$ cat src/rtl/t05_code_serializer_if.sv
// Codeword-in / bit-serial-out bundle between the traversal stage, the serializer
// and the output writer.
interface t05_code_serializer_if #(
   parameter int PATH_W = 128,
   parameter int LEN_W  = 7
);
   logic              char_found;
   logic [7:0]        char_index;
   logic [PATH_W-1:0] char_path;
   logic [LEN_W-1:0]  track_length;
   logic              finished;
   logic              in_ready;
   logic              bit_out;
   logic              bit_valid;
   logic              bit_ready;
   logic              overflow;
   logic              done;

   modport slave (
      input  char_found, char_index, char_path, track_length, finished, bit_ready,
      output in_ready, bit_out, bit_valid, overflow, done
   );

   modport master (
      output char_found, char_index, char_path, track_length, finished, bit_ready,
      input  in_ready, bit_out, bit_valid, overflow, done
   );
endinterface

$ cat src/rtl/t05_code_serializer.sv
// Buffers completed codewords and streams each one out as a serial record:
// char byte (MSB first), length field (MSB first), then path bits deepest-first.
module t05_code_serializer #(
   parameter int PATH_W = 128,
   parameter int LEN_W  = 7,
   parameter int DEPTH  = 2
) (
   input logic                  clk,
   input logic                  rst,
   t05_code_serializer_if.slave bus
);
   localparam int AW  = $clog2(DEPTH);
   localparam int LIW = $clog2(LEN_W);
   localparam int PIW = $clog2(PATH_W);
   localparam int EW  = 8 + LEN_W + PATH_W;
   localparam logic [AW:0] DEPTH_C = (AW+1)'(DEPTH);

   typedef enum logic [2:0] {IDLE, CHAR, LEN, PATH, DONE} state_t;

   logic [EW-1:0]     mem_q [DEPTH];
   logic [AW-1:0]     wr_ptr_q, rd_ptr_q;
   logic [AW:0]       count_q;
   logic              overflow_q;
   state_t            state_q, state_d;
   logic [LEN_W-1:0]  cnt_q, cnt_d;
   logic [7:0]        char_q;
   logic [LEN_W-1:0]  len_q;
   logic [PATH_W-1:0] path_q;
   logic              push, pop, hs;
   logic              bit_valid_c, bit_out_c;

   assign bus.in_ready  = (count_q < DEPTH_C);
   assign push          = bus.char_found & bus.in_ready;
   // The FSM pops the head entry in the same cycle it loads it.
   assign pop           = (state_q == IDLE) && (count_q != '0);
   assign hs            = bit_valid_c & bus.bit_ready;
   assign bus.bit_valid = bit_valid_c;
   assign bus.bit_out   = bit_out_c;
   assign bus.overflow  = overflow_q;
   assign bus.done      = (state_q == DONE) && (count_q == '0) && bus.finished;

   always_ff @(posedge clk) begin
      if (push) begin
         mem_q[wr_ptr_q] <= {bus.char_index, bus.track_length, bus.char_path};
      end
   end

   always_ff @(posedge clk or negedge rst) begin
      if (!rst) begin
         wr_ptr_q   <= '0;
         rd_ptr_q   <= '0;
         count_q    <= '0;
         overflow_q <= 1'b0;
      end else begin
         if (push) wr_ptr_q <= wr_ptr_q + AW'(1);
         if (pop)  rd_ptr_q <= rd_ptr_q + AW'(1);
         case ({push, pop})
            2'b10:   count_q <= count_q + (AW+1)'(1);
            2'b01:   count_q <= count_q - (AW+1)'(1);
            default: count_q <= count_q;
         endcase
         if (bus.char_found && !bus.in_ready) overflow_q <= 1'b1;
      end
   end

   always_ff @(posedge clk or negedge rst) begin
      if (!rst) begin
         state_q <= IDLE;
         cnt_q   <= '0;
         char_q  <= '0;
         len_q   <= '0;
         path_q  <= '0;
      end else begin
         state_q <= state_d;
         cnt_q   <= cnt_d;
         if (pop) {char_q, len_q, path_q} <= mem_q[rd_ptr_q];
      end
   end

   always_comb begin
      state_d     = state_q;
      cnt_d       = cnt_q;
      bit_valid_c = 1'b0;
      bit_out_c   = 1'b0;
      case (state_q)
         IDLE: begin
            if (count_q != '0) begin
               state_d = CHAR;
               cnt_d   = LEN_W'(7);
            end else if (bus.finished) begin
               state_d = DONE;
            end
         end
         CHAR: begin
            bit_valid_c = 1'b1;
            bit_out_c   = char_q[cnt_q[2:0]];
            if (hs) begin
               if (cnt_q == '0) begin
                  state_d = LEN;
                  cnt_d   = LEN_W'(LEN_W - 1);
               end else begin
                  cnt_d = cnt_q - LEN_W'(1);
               end
            end
         end
         LEN: begin
            bit_valid_c = 1'b1;
            bit_out_c   = len_q[cnt_q[LIW-1:0]];
            if (hs) begin
               if (cnt_q != '0) begin
                  cnt_d = cnt_q - LEN_W'(1);
               end else if (len_q == '0) begin
                  state_d = IDLE;
               end else begin
                  state_d = PATH;
                  cnt_d   = len_q - LEN_W'(1);
               end
            end
         end
         PATH: begin
            bit_valid_c = 1'b1;
            bit_out_c   = path_q[cnt_q[PIW-1:0]];
            if (hs) begin
               if (cnt_q == '0) state_d = IDLE;
               else             cnt_d   = cnt_q - LEN_W'(1);
            end
         end
         DONE: begin
            if (!bus.finished) state_d = IDLE;
         end
         default: state_d = IDLE;
      endcase
   end
endmodule
$ cat src/flat_wrapper.sv
// flat-port wrapper written by rule: the top's interface ports become plain ports
module t05_code_serializer_flat 
#(
   parameter int PATH_W = 128,
   parameter int LEN_W  = 7,
   parameter int DEPTH  = 2
)
  (clk, rst, bus_char_found, bus_char_index, bus_char_path, bus_track_length, bus_finished, bus_bit_ready, bus_in_ready, bus_bit_out, bus_bit_valid, bus_overflow, bus_done);
  t05_code_serializer_if #(.PATH_W(PATH_W), .LEN_W(LEN_W)) bus_i ();
  input logic clk;
  input logic rst;
  input wire logic [$bits(bus_i.char_found)-1:0] bus_char_found;
  input wire logic [$bits(bus_i.char_index)-1:0] bus_char_index;
  input wire logic [$bits(bus_i.char_path)-1:0] bus_char_path;
  input wire logic [$bits(bus_i.track_length)-1:0] bus_track_length;
  input wire logic [$bits(bus_i.finished)-1:0] bus_finished;
  input wire logic [$bits(bus_i.bit_ready)-1:0] bus_bit_ready;
  output wire logic [$bits(bus_i.in_ready)-1:0] bus_in_ready;
  output wire logic [$bits(bus_i.bit_out)-1:0] bus_bit_out;
  output wire logic [$bits(bus_i.bit_valid)-1:0] bus_bit_valid;
  output wire logic [$bits(bus_i.overflow)-1:0] bus_overflow;
  output wire logic [$bits(bus_i.done)-1:0] bus_done;
  assign bus_i.char_found = bus_char_found;
  assign bus_i.char_index = bus_char_index;
  assign bus_i.char_path = bus_char_path;
  assign bus_i.track_length = bus_track_length;
  assign bus_i.finished = bus_finished;
  assign bus_i.bit_ready = bus_bit_ready;
  assign bus_in_ready = bus_i.in_ready;
  assign bus_bit_out = bus_i.bit_out;
  assign bus_bit_valid = bus_i.bit_valid;
  assign bus_overflow = bus_i.overflow;
  assign bus_done = bus_i.done;
  t05_code_serializer #(.PATH_W(PATH_W), .LEN_W(LEN_W), .DEPTH(DEPTH)) u_core (.clk(clk), .rst(rst), .bus(bus_i));
endmodule
$ cat config.mk
export PLATFORM = sky130hd
export DESIGN_NAME = t05_code_serializer_flat
export DESIGN_NICKNAME = d
export VERILOG_FILES = /design/src/rtl/t05_code_serializer_if.sv /design/src/rtl/t05_code_serializer.sv /design/src/flat_wrapper.sv
export SDC_FILE = /design/constraint.sdc
export NUM_CORES = 1
export LEC_CHECK = 0
export ABC_AREA = 1
export CORE_ASPECT_RATIO = 1.75
export CORE_MARGIN = 1
export CORE_UTILIZATION = 35
export CTS_BUF_LIST = sky130_fd_sc_hd__clkbuf_16
export CTS_CLUSTER_DIAMETER = 200
export CTS_CLUSTER_SIZE = 28
export DETAILED_ROUTE_END_ITERATION = 12
export PLACE_DENSITY = 0.55
export SLEW_MARGIN = 20
export SYNTH_ARGS = -nofsm -noshare
export SYNTH_HDL_FRONTEND = slang
export SYNTH_SLANG_ARGS = --single-unit
$ cat constraint.sdc
create_clock -name clk -period 14.57 [get_ports clk]
set_input_delay 4.371 -clock clk [delete_from_list [all_inputs] [get_ports clk]]
set_output_delay 4.371 -clock clk [all_outputs]
set_load 0.03 [all_outputs]
==> results.sh <==
export IMPL_run_status="finished clean"
export IMPL_yosysWarnings=0
export IMPL_cts_sinks=444
export IMPL_syn_nets=1744
export IMPL_io_buffers=152
export IMPL_total_leakage_power_nw=7.909
export IMPL_startpoint_type="input pin"
export IMPL_cts_clk_slew_worst_paths_ns=0.11
export IMPL_cts_setup_buffers=0
export IMPL_fp_dieArea_um2=51860
export IMPL_finalInstanceArea_um2=20470
export IMPL_gr_usage_met1=0.2029
export IMPL_switching_power_uw=620.8
export IMPL_grt_antenna_before_repair=0
export IMPL_min_period_ns=10.35
export IMPL_pre_cts_ws_ns=4.205
export IMPL_netlist_area_um2=17820
export IMPL_fin_setup_tns_ns=0
export IMPL_critPathMaxFanout=2
export IMPL_p_sw_frac=0.2654
export IMPL_gp_congestion=0.8126
export IMPL_place_inst=2337
export IMPL_setup_viol=0
export IMPL_rows=109
export IMPL_cap_violations=0
export IMPL_synth_cells=1591
export IMPL_cts_resized=0
export IMPL_nets=1845
export IMPL_grt_max_degree=83
export IMPL_grt_util_met3=0.01591
export IMPL_grtUsageTotal=0.1712
export IMPL_maxSlewHeadroom=0.3400
export IMPL_wirelength_um=43800
export IMPL_grt_pass1_wl_um=68480
export IMPL_period_share=0.7102
export IMPL_grt_overflow=0
export IMPL_drive_gt1_frac=0.03230
export IMPL_finalClockSkew_ns=0.01582
export IMPL_htree_num_levels=1
export IMPL_slew_violations=0
export IMPL_setup_slack_ns=4.222
export IMPL_avgRoutedWirePerCell_um=18.49
export IMPL_grt_pass1_vias=11891
export IMPL_r2r_slack_ns=11.21
export IMPL_power_density_nw_per_um2=114.3
export IMPL_grt_busiest_layer="met2"
export IMPL_core_area_um2=50460
export IMPL_grtUsageMet2=0.3233
export IMPL_fp_dieH_um=300.5
export IMPL_rsz0062_at_grt="no"
export IMPL_postLayoutCoreUtil=0.4057
export IMPL_clkPwrFrac=0.273
export IMPL_die_x_um=172.6
export IMPL_vias=11588
export IMPL_tightestPinTransition_ns=0.9899
export IMPL_clk_path_buf_depth=3
export IMPL_ys_seq_elements=444
export IMPL_min_path_type="flip-flop to flip-flop"
export IMPL_drc=0
export IMPL_cts_tree="built"
export IMPL_worstPathRequired_ns=10.20
export IMPL_drt_pass1_iter_count=7
export IMPL_root_buffer="clkbuf_16"
export IMPL_cts_buffers=19
export IMPL_hold_violations=0
export IMPL_worstSetupPathType="input pin to output pin"
export IMPL_num_io_pins=153
export IMPL_insertion_delay_ns=0.55
export IMPL_ys_seq_area_frac=0.7037
export IMPL_combPwrFrac=0.148
export IMPL_pwr_share_seq=0.580
export IMPL_intPower_mw=1.718
export IMPL_fmax_mhz=96.63
export IMPL_dpl_cell_area_um2=19920
export IMPL_dr_first_iter_drc_count=728
export IMPL_synthDistinctLibCells=30
export IMPL_ant_nets=0
export IMPL_cts_hold_buf=0
export IMPL_arrival_ns=5.98
export IMPL_viasPerCell=4.892
export IMPL_endpoint_kind="output pin"
export IMPL_final_instance_count_excl_fill=2369
export IMPL_vdd_drop_max_mv=0.09391
export IMPL_antenna_cells=0
export IMPL_dp_hpwl_um=26160
export IMPL_syn_avg_cell_area_um2=11.20
export IMPL_area_delta_synth_final_pct=14.87
export IMPL_start_util=0.3532
[cell type report]
| cell class | count | area [um^2] |
|---|---|---|
| Tap cell | 666 | 833.3 |
| Multi-Input combinational cell | 972 | 4556 |
| Clock buffer | 19 | 475.5 |
| Inverter | 85 | 324.1 |
| Fill cell | 4891 | 29990 |
| Clock inverter | 13 | 75.07 |
| Sequential cell | 444 | 12550 |
| Timing Repair Buffer | 170 | 1658 |
[sequential cells by signal, summed over array words and instances, names as in the netlist]
signal	count
u_core.path_q	128
u_core.rd_ptr_q	1
u_core.cnt_q	7
u_core.count_q	2
u_core.mem_q	286
u_core.state_q	3
u_core.wr_ptr_q	1
u_core.len_q	7
u_core.char_q	8
u_core.bus.overflow	1
[worst max-delay path, stage by stage]
cell,delay (ns)
clkdlybuf4s50_1,0.49
inv_1,0.04
nor3_1,0.22
inv_1,0.09
nor2_1,0.10
clkdlybuf4s50_1,0.67
[layout by cell type, fill, tap and decap left out, drive strengths merged, types with 9 or more instances in the layout]
cell type / Yosys / routed
nor2: 395 / 395
clkdlybuf4s50: 0 / 151
dfrtp: 158 / 158
edfxtp: 286 / 286
nand3: 55 / 55
o21ai: 49 / 49
nand2: 275 / 275
a21oi: 16 / 16
o211ai: 9 / 9
buf: 46 / 19
inv: 85 / 97
o31ai: 144 / 144
clkbuf: 44 / 19
[Yosys cell counts]
| library cell | n | share of area |
|---|---|---|
| nor2_1 | 393 | 0.083 |
| edfxtp_1 | 286 | 0.48 |
| nand2_1 | 274 | 0.058 |
| dfrtp_1 | 158 | 0.22 |
| o31ai_1 | 144 | 0.061 |
| inv_1 | 80 | 0.017 |
| nand3_1 | 55 | 0.015 |
| clkbuf_1 | 44 | 0.0093 |
| o21ai_0 | 36 | 0.010 |
| buf_2 | 32 | 0.0090 |
| a21oi_1 | 16 | 0.0045 |
| o21ai_1 | 13 | 0.0037 |
| o211ai_1 | 9 | 0.0038 |
| buf_4 | 8 | 0.0034 |
| xor2_1 | 8 | 0.0039 |
| ha_1 | 5 | 0.0035 |
| inv_2 | 5 | 0.0011 |
| o221ai_1 | 4 | 0.0020 |
| buf_1 | 3 | 0.00063 |
| buf_6 | 3 | 0.0019 |
| o22ai_1 | 3 | 0.0011 |
| nor2_2 | 2 | 0.00070 |
| nor3_1 | 2 | 0.00056 |
| xnor2_1 | 2 | 0.00098 |
| a21boi_0 | 1 | 0.00042 |
| a21o_1 | 1 | 0.00042 |
| a32oi_1 | 1 | 0.00049 |
| nand2_2 | 1 | 0.00035 |
| nand4_2 | 1 | 0.00070 |
| o311ai_0 | 1 | 0.00049 |
[metrics by stage]
step	hold WS, ns	power, mW
2_1_floorplan	0.4464	1.561
3_3_place_gp	0.4388	1.738
3_5_place_dp	0.4513	1.739
4_1_cts	0.4773	2.378
5_1_grt	0.5054	2.444
6_report	0.4737	2.339
[metal layers]
metal,up-vias,share of wire
met5,-,0
met4,0,0.026
met3,53,0.033
met2,233,0.53
met1,5704,0.41
li1,5598,-
[power by group through the flow]
stage / sequential (mW) / clock (mW) / combinational (mW)
CTS: 1.36 / 0.665 / 0.357
finish: 1.36 / 0.638 / 0.345
global placement: 1.38 / 0 / 0.356
global route: 1.36 / 0.704 / 0.383
floorplan: 1.38 / 0 / 0.181
detailed placement: 1.38 / 0 / 0.356
[logic make-up (layout without fill, tap and decap cells)]
logic type,Yosys count,after routing,synth area share
simple gates,728,728,0.1582
compound gates,229,229,0.08755
fa+ha+maj,5,5,0.003510
xor+xnor,10,10,0.004915
flops,444,444,0.7037
buf+inv,175,287,0.04205
[final timing paths]
kind,start,to,depth (start not counted)
min,u_core.bus.overflow,u_core.bus.overflow,1
max,bus_finished,bus_done,6
max reg2reg,u_core.count_q[0],u_core.path_q[34],7
max in group asynchronous,rst,u_core.path_q[76],2
min in group asynchronous,rst,u_core.count_q[0],1
min reg2reg,u_core.bus.overflow,u_core.bus.overflow,1
No activity file was read; power rests on OpenSTA's default activity.
